`src/rtl/rr_arb4.sv`:
```
// rr_arb4: four-requester round-robin arbiter with a registered one-hot grant,
// direct handoff on release and optional hold-time limiting (HOLD_MAX, 0 = unlimited).
module rr_arb4 #(
    parameter int unsigned HOLD_MAX = 0
) (
    input  logic CK,
    input  logic CDN,
    input  logic EN,
    input  logic R0,
    input  logic R1,
    input  logic R2,
    input  logic R3,
    output logic G0,
    output logic G1,
    output logic G2,
    output logic G3,
    output logic VLD,
    output logic GI1,
    output logic GI0,
    output logic TO
);

    typedef enum logic [0:0] {StIdle, StOwn} state_t;

    localparam logic [7:0] HoldMax = 8'(HOLD_MAX);

    state_t     state_q;
    logic [1:0] ptr_q;
    logic [7:0] hcnt_q;
    logic [3:0] gnt_q;
    logic       vld_q;
    logic [1:0] gi_q;
    logic       to_q;

    logic [3:0] req;
    logic [3:0] cand;
    logic       owner_req;
    logic       timeout;
    logic       found;
    logic [1:0] win;
    logic [1:0] sel;
    logic       sel_ok;
    logic [1:0] idx;

    assign req = {R3, R2, R1, R0};

    // Candidate set and round-robin scan starting at the rotation pointer.
    always_comb begin
        owner_req = req[gi_q];
        // hcnt never exceeds a nonzero limit, so equality marks the timeout.
        timeout   = (state_q == StOwn) && owner_req && (HoldMax != 8'd0) && (hcnt_q == HoldMax);
        cand      = req;
        if (timeout) begin
            cand[gi_q] = 1'b0;
        end
        found = 1'b0;
        win   = 2'd0;
        idx   = 2'd0;
        for (int i = 0; i < 4; i++) begin
            idx = ptr_q + i[1:0];
            if (!found && cand[idx]) begin
                found = 1'b1;
                win   = idx;
            end
        end
        // On a timeout with nobody else waiting the owner is re-granted.
        sel    = found ? win : gi_q;
        sel_ok = found || timeout;
    end

    // Arbitration FSM with all outputs registered; EN freezes everything.
    always_ff @(posedge CK or negedge CDN) begin
        if (!CDN) begin
            state_q <= StIdle;
            ptr_q   <= 2'd0;
            hcnt_q  <= 8'd0;
            gnt_q   <= 4'd0;
            vld_q   <= 1'b0;
            gi_q    <= 2'd0;
            to_q    <= 1'b0;
        end else if (EN) begin
            to_q <= 1'b0;
            unique case (state_q)
                StIdle: begin
                    if (found) begin
                        state_q <= StOwn;
                        gnt_q   <= 4'b0001 << win;
                        vld_q   <= 1'b1;
                        gi_q    <= win;
                        ptr_q   <= win + 2'd1;
                        hcnt_q  <= 8'd1;
                    end
                end
                StOwn: begin
                    if (owner_req && !timeout) begin
                        if (hcnt_q != 8'hFF) begin
                            hcnt_q <= hcnt_q + 8'd1;
                        end
                    end else begin
                        to_q <= timeout;
                        if (sel_ok) begin
                            gnt_q  <= 4'b0001 << sel;
                            vld_q  <= 1'b1;
                            gi_q   <= sel;
                            ptr_q  <= sel + 2'd1;
                            hcnt_q <= 8'd1;
                        end else begin
                            state_q <= StIdle;
                            gnt_q   <= 4'd0;
                            vld_q   <= 1'b0;
                            gi_q    <= 2'd0;
                            hcnt_q  <= 8'd0;
                        end
                    end
                end
                default: state_q <= StIdle;
            endcase
        end
    end

    assign G0  = gnt_q[0];
    assign G1  = gnt_q[1];
    assign G2  = gnt_q[2];
    assign G3  = gnt_q[3];
    assign VLD = vld_q;
    assign GI1 = gi_q[1];
    assign GI0 = gi_q[0];
    assign TO  = to_q;

endmodule

```
`config.mk`:
```
export PLATFORM = sky130hd
export DESIGN_NAME = rr_arb4
export DESIGN_NICKNAME = d
export VERILOG_FILES = /design/src/rtl/rr_arb4.sv
export SDC_FILE = /design/constraint.sdc
export NUM_CORES = 1
export LEC_CHECK = 0
export CORE_AREA = 2 2 39 41
export DETAILED_ROUTE_END_ITERATION = 16
export DIE_AREA = 0 0 41 43
export PLACE_DENSITY = 0.77
export SLEW_MARGIN = 25
export SYNTH_ARGS = -nofsm -noshare
export SYNTH_HDL_FRONTEND = slang
export SYNTH_SLANG_ARGS = --single-unit
```
`constraint.sdc`:
```
create_clock -name CK -period 3 [get_ports CK]
set_clock_uncertainty 0.05 [all_clocks]
set_input_delay 0.45 -clock CK [delete_from_list [all_inputs] [get_ports CK]]
set_output_delay 0.45 -clock CK [all_outputs]
set_load 0.05 [all_outputs]
```
==> impl_results.md, run 1 <==
* Status: completed
* Layout fillers at 130
* RSZ-0062 raised after global routing: false
* Crit Path Category: input port to flop
* Placeable Area at 1384 um^2
* Final wirelength at 1004 um
* Req. time, crit path at 3100 ps
* ANT nets after route at 0
* Cell Rows at 14
* Relative slew slack at 0.6669
* H-tree depth at 1
* Area after DPL at 665.6 um^2
* Setup TNS at 0 ps
* Flops & latches, synth at 10
* # nets final at 78
* Post-route insts no fill at 86
* TritonCTS clock tree: done
* Grt ovf at 0
* Util after Layout at 0.5072
* Worst-Skew Late Latency at 260 ps
* Vias in the first global route at 377
* Synthesized area at 534.3 um^2
* CP max FO at 7
* Mapped Cells at 55
* Slew @ Worst Pin at 498.0 ps
* Final worst slack at 1006 ps
* Crit end category: flop
* Synth area leader: dfrtp_1
* Fin. max-slew vios at 0
* Die X at 41 um
* Netlist cell types at 24
* Yosys warns at 0
* Global placement routability congestion at 0.7496
* Wire length per cell at 11.67 um
* Share of cells above drive strength 1 at 0.1143
* Period Utilization, post-route at 0.6648
* Most frequent cells in the layout: clkdlybuf4s50_1 (13), dfrtp_1 (10), nand2_1 (8), nor2_1 (5)
* Net Count, Synth at 62
* Arr. time, crit path at 2090 ps
* Post-synth top area share at 0.4684
* GR Util All Layers at 0.1309
* First-pass GRT wire length at 1573 um
* DP Cell Count at 82
* Cell chosen for the clock root: clkbuf_4
* Total CTS buffers at 3
* IO buf count at 13
* Die ar. at 1763 um^2
* N_diodes at 0
* Overall power at 805.1 uW
* Die Ht at 43 um
* Hold_buf cts at 0
* Final hold vios at 0
* I/O Pins at 15
* Worst-case vdd ir drop at 0.5581 mV
* Clock sink total at 10
* Syn_area_per_cell at 9.714 um^2
* HP Class: input port to asynchronous set/reset pin
* Fmax achieved at 0.5014 GHz
* DRC Markers at 0
* Maximum clock path buffer count at 2
* Most common cell after layout, fill and taps aside: clkdlybuf4s50_1
* PwrDens at 1147 nW/um^2
* Tmin final at 1994 ps
* Pleak at 0.3069 nW
* Sequential share of the synthesized area at 0.4684
* Drt first pass iters at 4
* Layout area overhead at 31.38%
* Max Cap Viol at 0
* Post-CTS Setup Inserts at 0
* Via density at 5.174
* Largest net degree at the start of global routing at 11
* Worst hold margin at 444.9 ps
* Synth top area cells: dfrtp_1 (47%), nand2_1 (5.6%), mux4_2 (4.2%)
* DR vias at 445
* Resize count post-CTS at 0
* DP Worst Slack at 741.1 ps
* Starting DRT DRC Count at 10
* Startpoint Class: input port
* Initial antenna violation count at 0
* Initial Util at 0.3861
* Final setup violation count at 0
* Fin area at 701.9 um^2
* Worst-path clk slew at 70 ps
* Hpwl dp at 754.3 um
-- worst max-delay path: stages --
cell and delay (ps):
clkdlybuf4s50_1 500, or4_1 550, and2_1 190, and2_4 180, a32o_1 220
-- power breakdown --
| part | switching [mW] | internal (mW) |
|---|---|---|
| clock | 0.0445 | 0.0736 |
| sequential | 0.0460 | 0.195 |
| combinational | 0.281 | 0.165 |
-- kinds of logic (layout without fill, tap and decap cells) --
kind of cell,count (synthesis),after routing,synth area share
AND/OR/NAND/NOR,22,22,0.2085
multiplexers,1,1,0.04215
buffers and inverters,5,20,0.05621
XOR/XNOR,1,1,0.01640
AO/OA/AOI/OAI,15,15,0.2014
flip-flops,10,10,0.4684
other,1,1,0.007019
-- metal layers --
| metal | GRT usage | up-vias | part of all wire |
|---|---|---|---|
| met5 | 0 | - | 0 |
| met4 | 0.06000 | 0 | 0 |
| met3 | 0.04712 | 0 | 0.056 |
| met2 | 0.1531 | 12 | 0.45 |
| met1 | 0.2082 | 212 | 0.49 |
| li1 | - | 221 | - |
-- cells in the mapped netlist (all sizes together) --
| cell type | count |
|---|---|
| a21o | 2 |
| a21oi | 2 |
| a221oi | 1 |
| a32o | 2 |
| and2 | 2 |
| buf | 2 |
| conb | 1 |
| dfrtp | 10 |
| inv | 3 |
| mux4 | 1 |
| nand2 | 8 |
| nand2b | 1 |
| nand3 | 3 |
| nand4 | 1 |
| nor2 | 5 |
| nor2b | 1 |
| o211ai | 1 |
| o21a | 2 |
| o21ai | 5 |
| or4 | 1 |
| xor2 | 1 |
-- area by class of cell --
type,count,area (um^2),share of cell area
clock buffers,4,36.28,0.05169
inverters,3,11.26,0.01604
multi-input cells,40,254.0,0.3619
flip-flops and latches,10,250.2,0.3565
well taps,16,20.02,0.02852
repair buffers,13,130.1,0.1854
-- path summary, 6_finish.rpt --
check / start / end / slack, ps / cells past startpoint
worst max-delay path: R1 / gnt_q[0]$_DFFE_PN0P_ / 1010 / 5
worst min-delay path: CDN / VLD$_DFFE_PN0P_ / 440 / 1
worst max register to register: ptr_q[1]$_DFFE_PN0P_ / gnt_q[0]$_DFFE_PN0P_ / 1310 / 5
worst min register to register: gnt_q[3]$_DFFE_PN0P_ / gnt_q[3]$_DFFE_PN0P_ / 450 / 2
max in group asynchronous: CDN / ptr_q[1]$_DFFE_PN0P_ / 2160 / 1
min in group CK: gnt_q[3]$_DFFE_PN0P_ / gnt_q[3]$_DFFE_PN0P_ / 450 / 2
-- flip-flops by register name, summed over array words and instances, names as in the netlist --
register	flops
gnt_q	4
gi_q	2
ptr_q	2
VLD	1
state_q	1
Power figures use the tool's default switching activity.
==> inputs of run 2 (changes only) <==
- CORE_AREA: 2 2 39 41 -> unset
- CORE_UTILIZATION: unset -> 40
- DIE_AREA: 0 0 41 43 -> unset
- PLACE_DENSITY: 0.77 -> 0.79
- clock period: 3 -> 1.6 ns (I/O delays scaled with it)
==> impl_results.md, run 2 (synthesized netlist as in run 1, its figures left out) <==
* Slowest-stage cell, CP: mux4_2
* Most used routing layer: met2
* PwrDens at 2013 nW/um^2
* Gate power share at 0.594
* # nets final at 93
* Starting DRT DRC Count at 6
* Req. time, crit path at 1690 ps
* Placeable Area at 1171 um^2
* GR Util met2 at 0.3250
* Startpoint Class: flop
* Pleak at 0.4082 nW
* Worst-Skew Late Latency at 260 ps
* Setup TNS at 0 ps
* Crit end category: flop
* Final wirelength at 1223 um
* RSZ-0062 raised after global routing: true
* Vias in the first global route at 454
* R2R setup slack at 10 ps
* Period Utilization, post-route at 0.9927
* Cell Rows at 12
* DR vias at 496
* Crit Path Category: flop to flop
* Die ar. at 1486 um^2
* Overall power at 1.660 mW
* Max reg flops at 4
* H-tree depth at 1
* Wire length per cell at 12.35 um
* Initial Util at 0.4562
* Fin. max-slew vios at 0
* Grt met1 use at 0.2444
* Sequential share of power at 0.275
* M3 GR Usage at 0.01744
* Drt first pass iters at 4
* I/O Pins at 15
* Arr. time, crit path at 1680 ps
* Largest net degree at the start of global routing at 11
* Largest Register: gnt_q
* Tmin final at 1588 ps
* Largest regs: gnt_q: 4 flops, gi_q: 2 flops, ptr_q: 2 flops
* N_diodes at 0
* Final hold vios at 0
* Hpwl dp at 969.6 um
* Layout area overhead at 54.33%
* HP Class: input port to asynchronous set/reset pin
* Max Cap Viol at 0
* Grt ovf at 0
* Worst-path clk slew at 60 ps
* CP max FO at 6
* Total CTS buffers at 3
* Buf/Inv on CP at 1
* P_int at 904.7 uW
* Final worst slack at 11.61 ps
* Layout fillers at 104
* Hold_buf cts at 0
* Worst-case vdd ir drop at 1.126 mV
* ANT nets after route at 0
* Cell family with most CP delay: multiplexers
* TritonCTS clock tree: done
* DP Worst Slack at -377.8 ps
* Via density at 5.010
* Status: completed
* Sw Ratio at 0.4550
* Fmax achieved at 0.6296 GHz
* DRC Markers at 0
* Initial antenna violation count at 0
* First-pass GRT wire length at 1918 um
* Global placement routability congestion at 0.7595
* Worst path max stage delay at 520 ps
* Clock power frac at 0.132
* Most common cell after layout, fill and taps aside: buf_4
* Maximum clock path buffer count at 2
* Share of cells above drive strength 1 at 0.4353
* GR Util All Layers at 0.1941
* Most frequent cells in the layout: buf_4 (22), dfrtp_1 (9), nand2_1 (7), nor2_1 (5), dlygate4sd2_1 (4)
* IO buf count at 13
* Final setup violation count at 0
* Psw at 755.2 uW
* Die X at 38.55 um
* Cell chosen for the clock root: clkbuf_4
* Die Ht at 38.55 um
* Worst path cell trace: mux4_2, nand2_2, o211ai_1, buf_4, a32o_1
* Clock sink total at 10
==> run 2: routing by layer <==
| layer | wire length (um) | vias to the layer above |
|---|---|---|
| met2 | 593 | 12 |
| met3 | 51 | 2 |
| met5 | 0 | - |
| met1 | 566 | 230 |
| met4 | 11 | 0 |
| li1 | - | 252 |
==> run 2: final timing paths <==
path	from	cells past startpoint	end
worst max-delay path	gi_q[0]$_DFFE_PN0P_	5	gnt_q[0]$_DFFE_PN0P_
worst min-delay path	CDN	1	state_q$_DFFE_PN0P_
worst max register to register	gi_q[0]$_DFFE_PN0P_	5	gnt_q[0]$_DFFE_PN0P_
worst min register to register	gnt_q[1]$_DFFE_PN0P_	2	gnt_q[1]$_DFFE_PN0P_
max in group asynchronous	CDN	1	gi_q[0]$_DFFE_PN0P_
min in group CK	gnt_q[1]$_DFFE_PN0P_	2	gnt_q[1]$_DFFE_PN0P_
==> run 2: final cells by class <==
type / instances / area [um^2] / area share
well taps: 14 / 17.52 / 0.02124
repair buffers: 28 / 220.2 / 0.2671
clock buffers: 4 / 36.28 / 0.04401
inverters: 3 / 11.26 / 0.01366
multi-input cells: 40 / 287.8 / 0.3490
flip-flops and latches: 10 / 251.5 / 0.3050
==> run 2: repair_timing <==
| item | 4_1_cts | 5_1_grt |
|---|---|---|
| gates resized for setup | 9 | 2 |
| setup endpoints to repair | 8 | 6 |
| buffers inserted | 2 | 0 |
| pin swaps | 3 | 1 |
==> run 2: per-stage QoR <==
stage / std cells / hold slack [ps] / cell area (um^2) / util
floorplan: 55 / -105.6 / 544.3 / -
global placement: 93 / 434.2 / 753.2 / 0.6432
detailed placement: 93 / 433.7 / 753.2 / 0.6432
CTS: 99 / 250.2 / 815.8 / 0.6966
global route: 99 / 275.9 / 824.5 / 0.7041
finish: 99 / 240.0 / 824.5 / 0.7041
==> run 2: power groups by stage <==
stage | Combinational [mW] | Sequential [mW] | Clock [mW]
finish | 0.985 | 0.456 | 0.219
global route | 1.06 | 0.468 | 0.234
CTS | 0.980 | 0.457 | 0.225
detailed placement | 0.934 | 0.464 | 0
global placement | 0.918 | 0.457 | 0
floorplan | 0.312 | 0.752 | 0
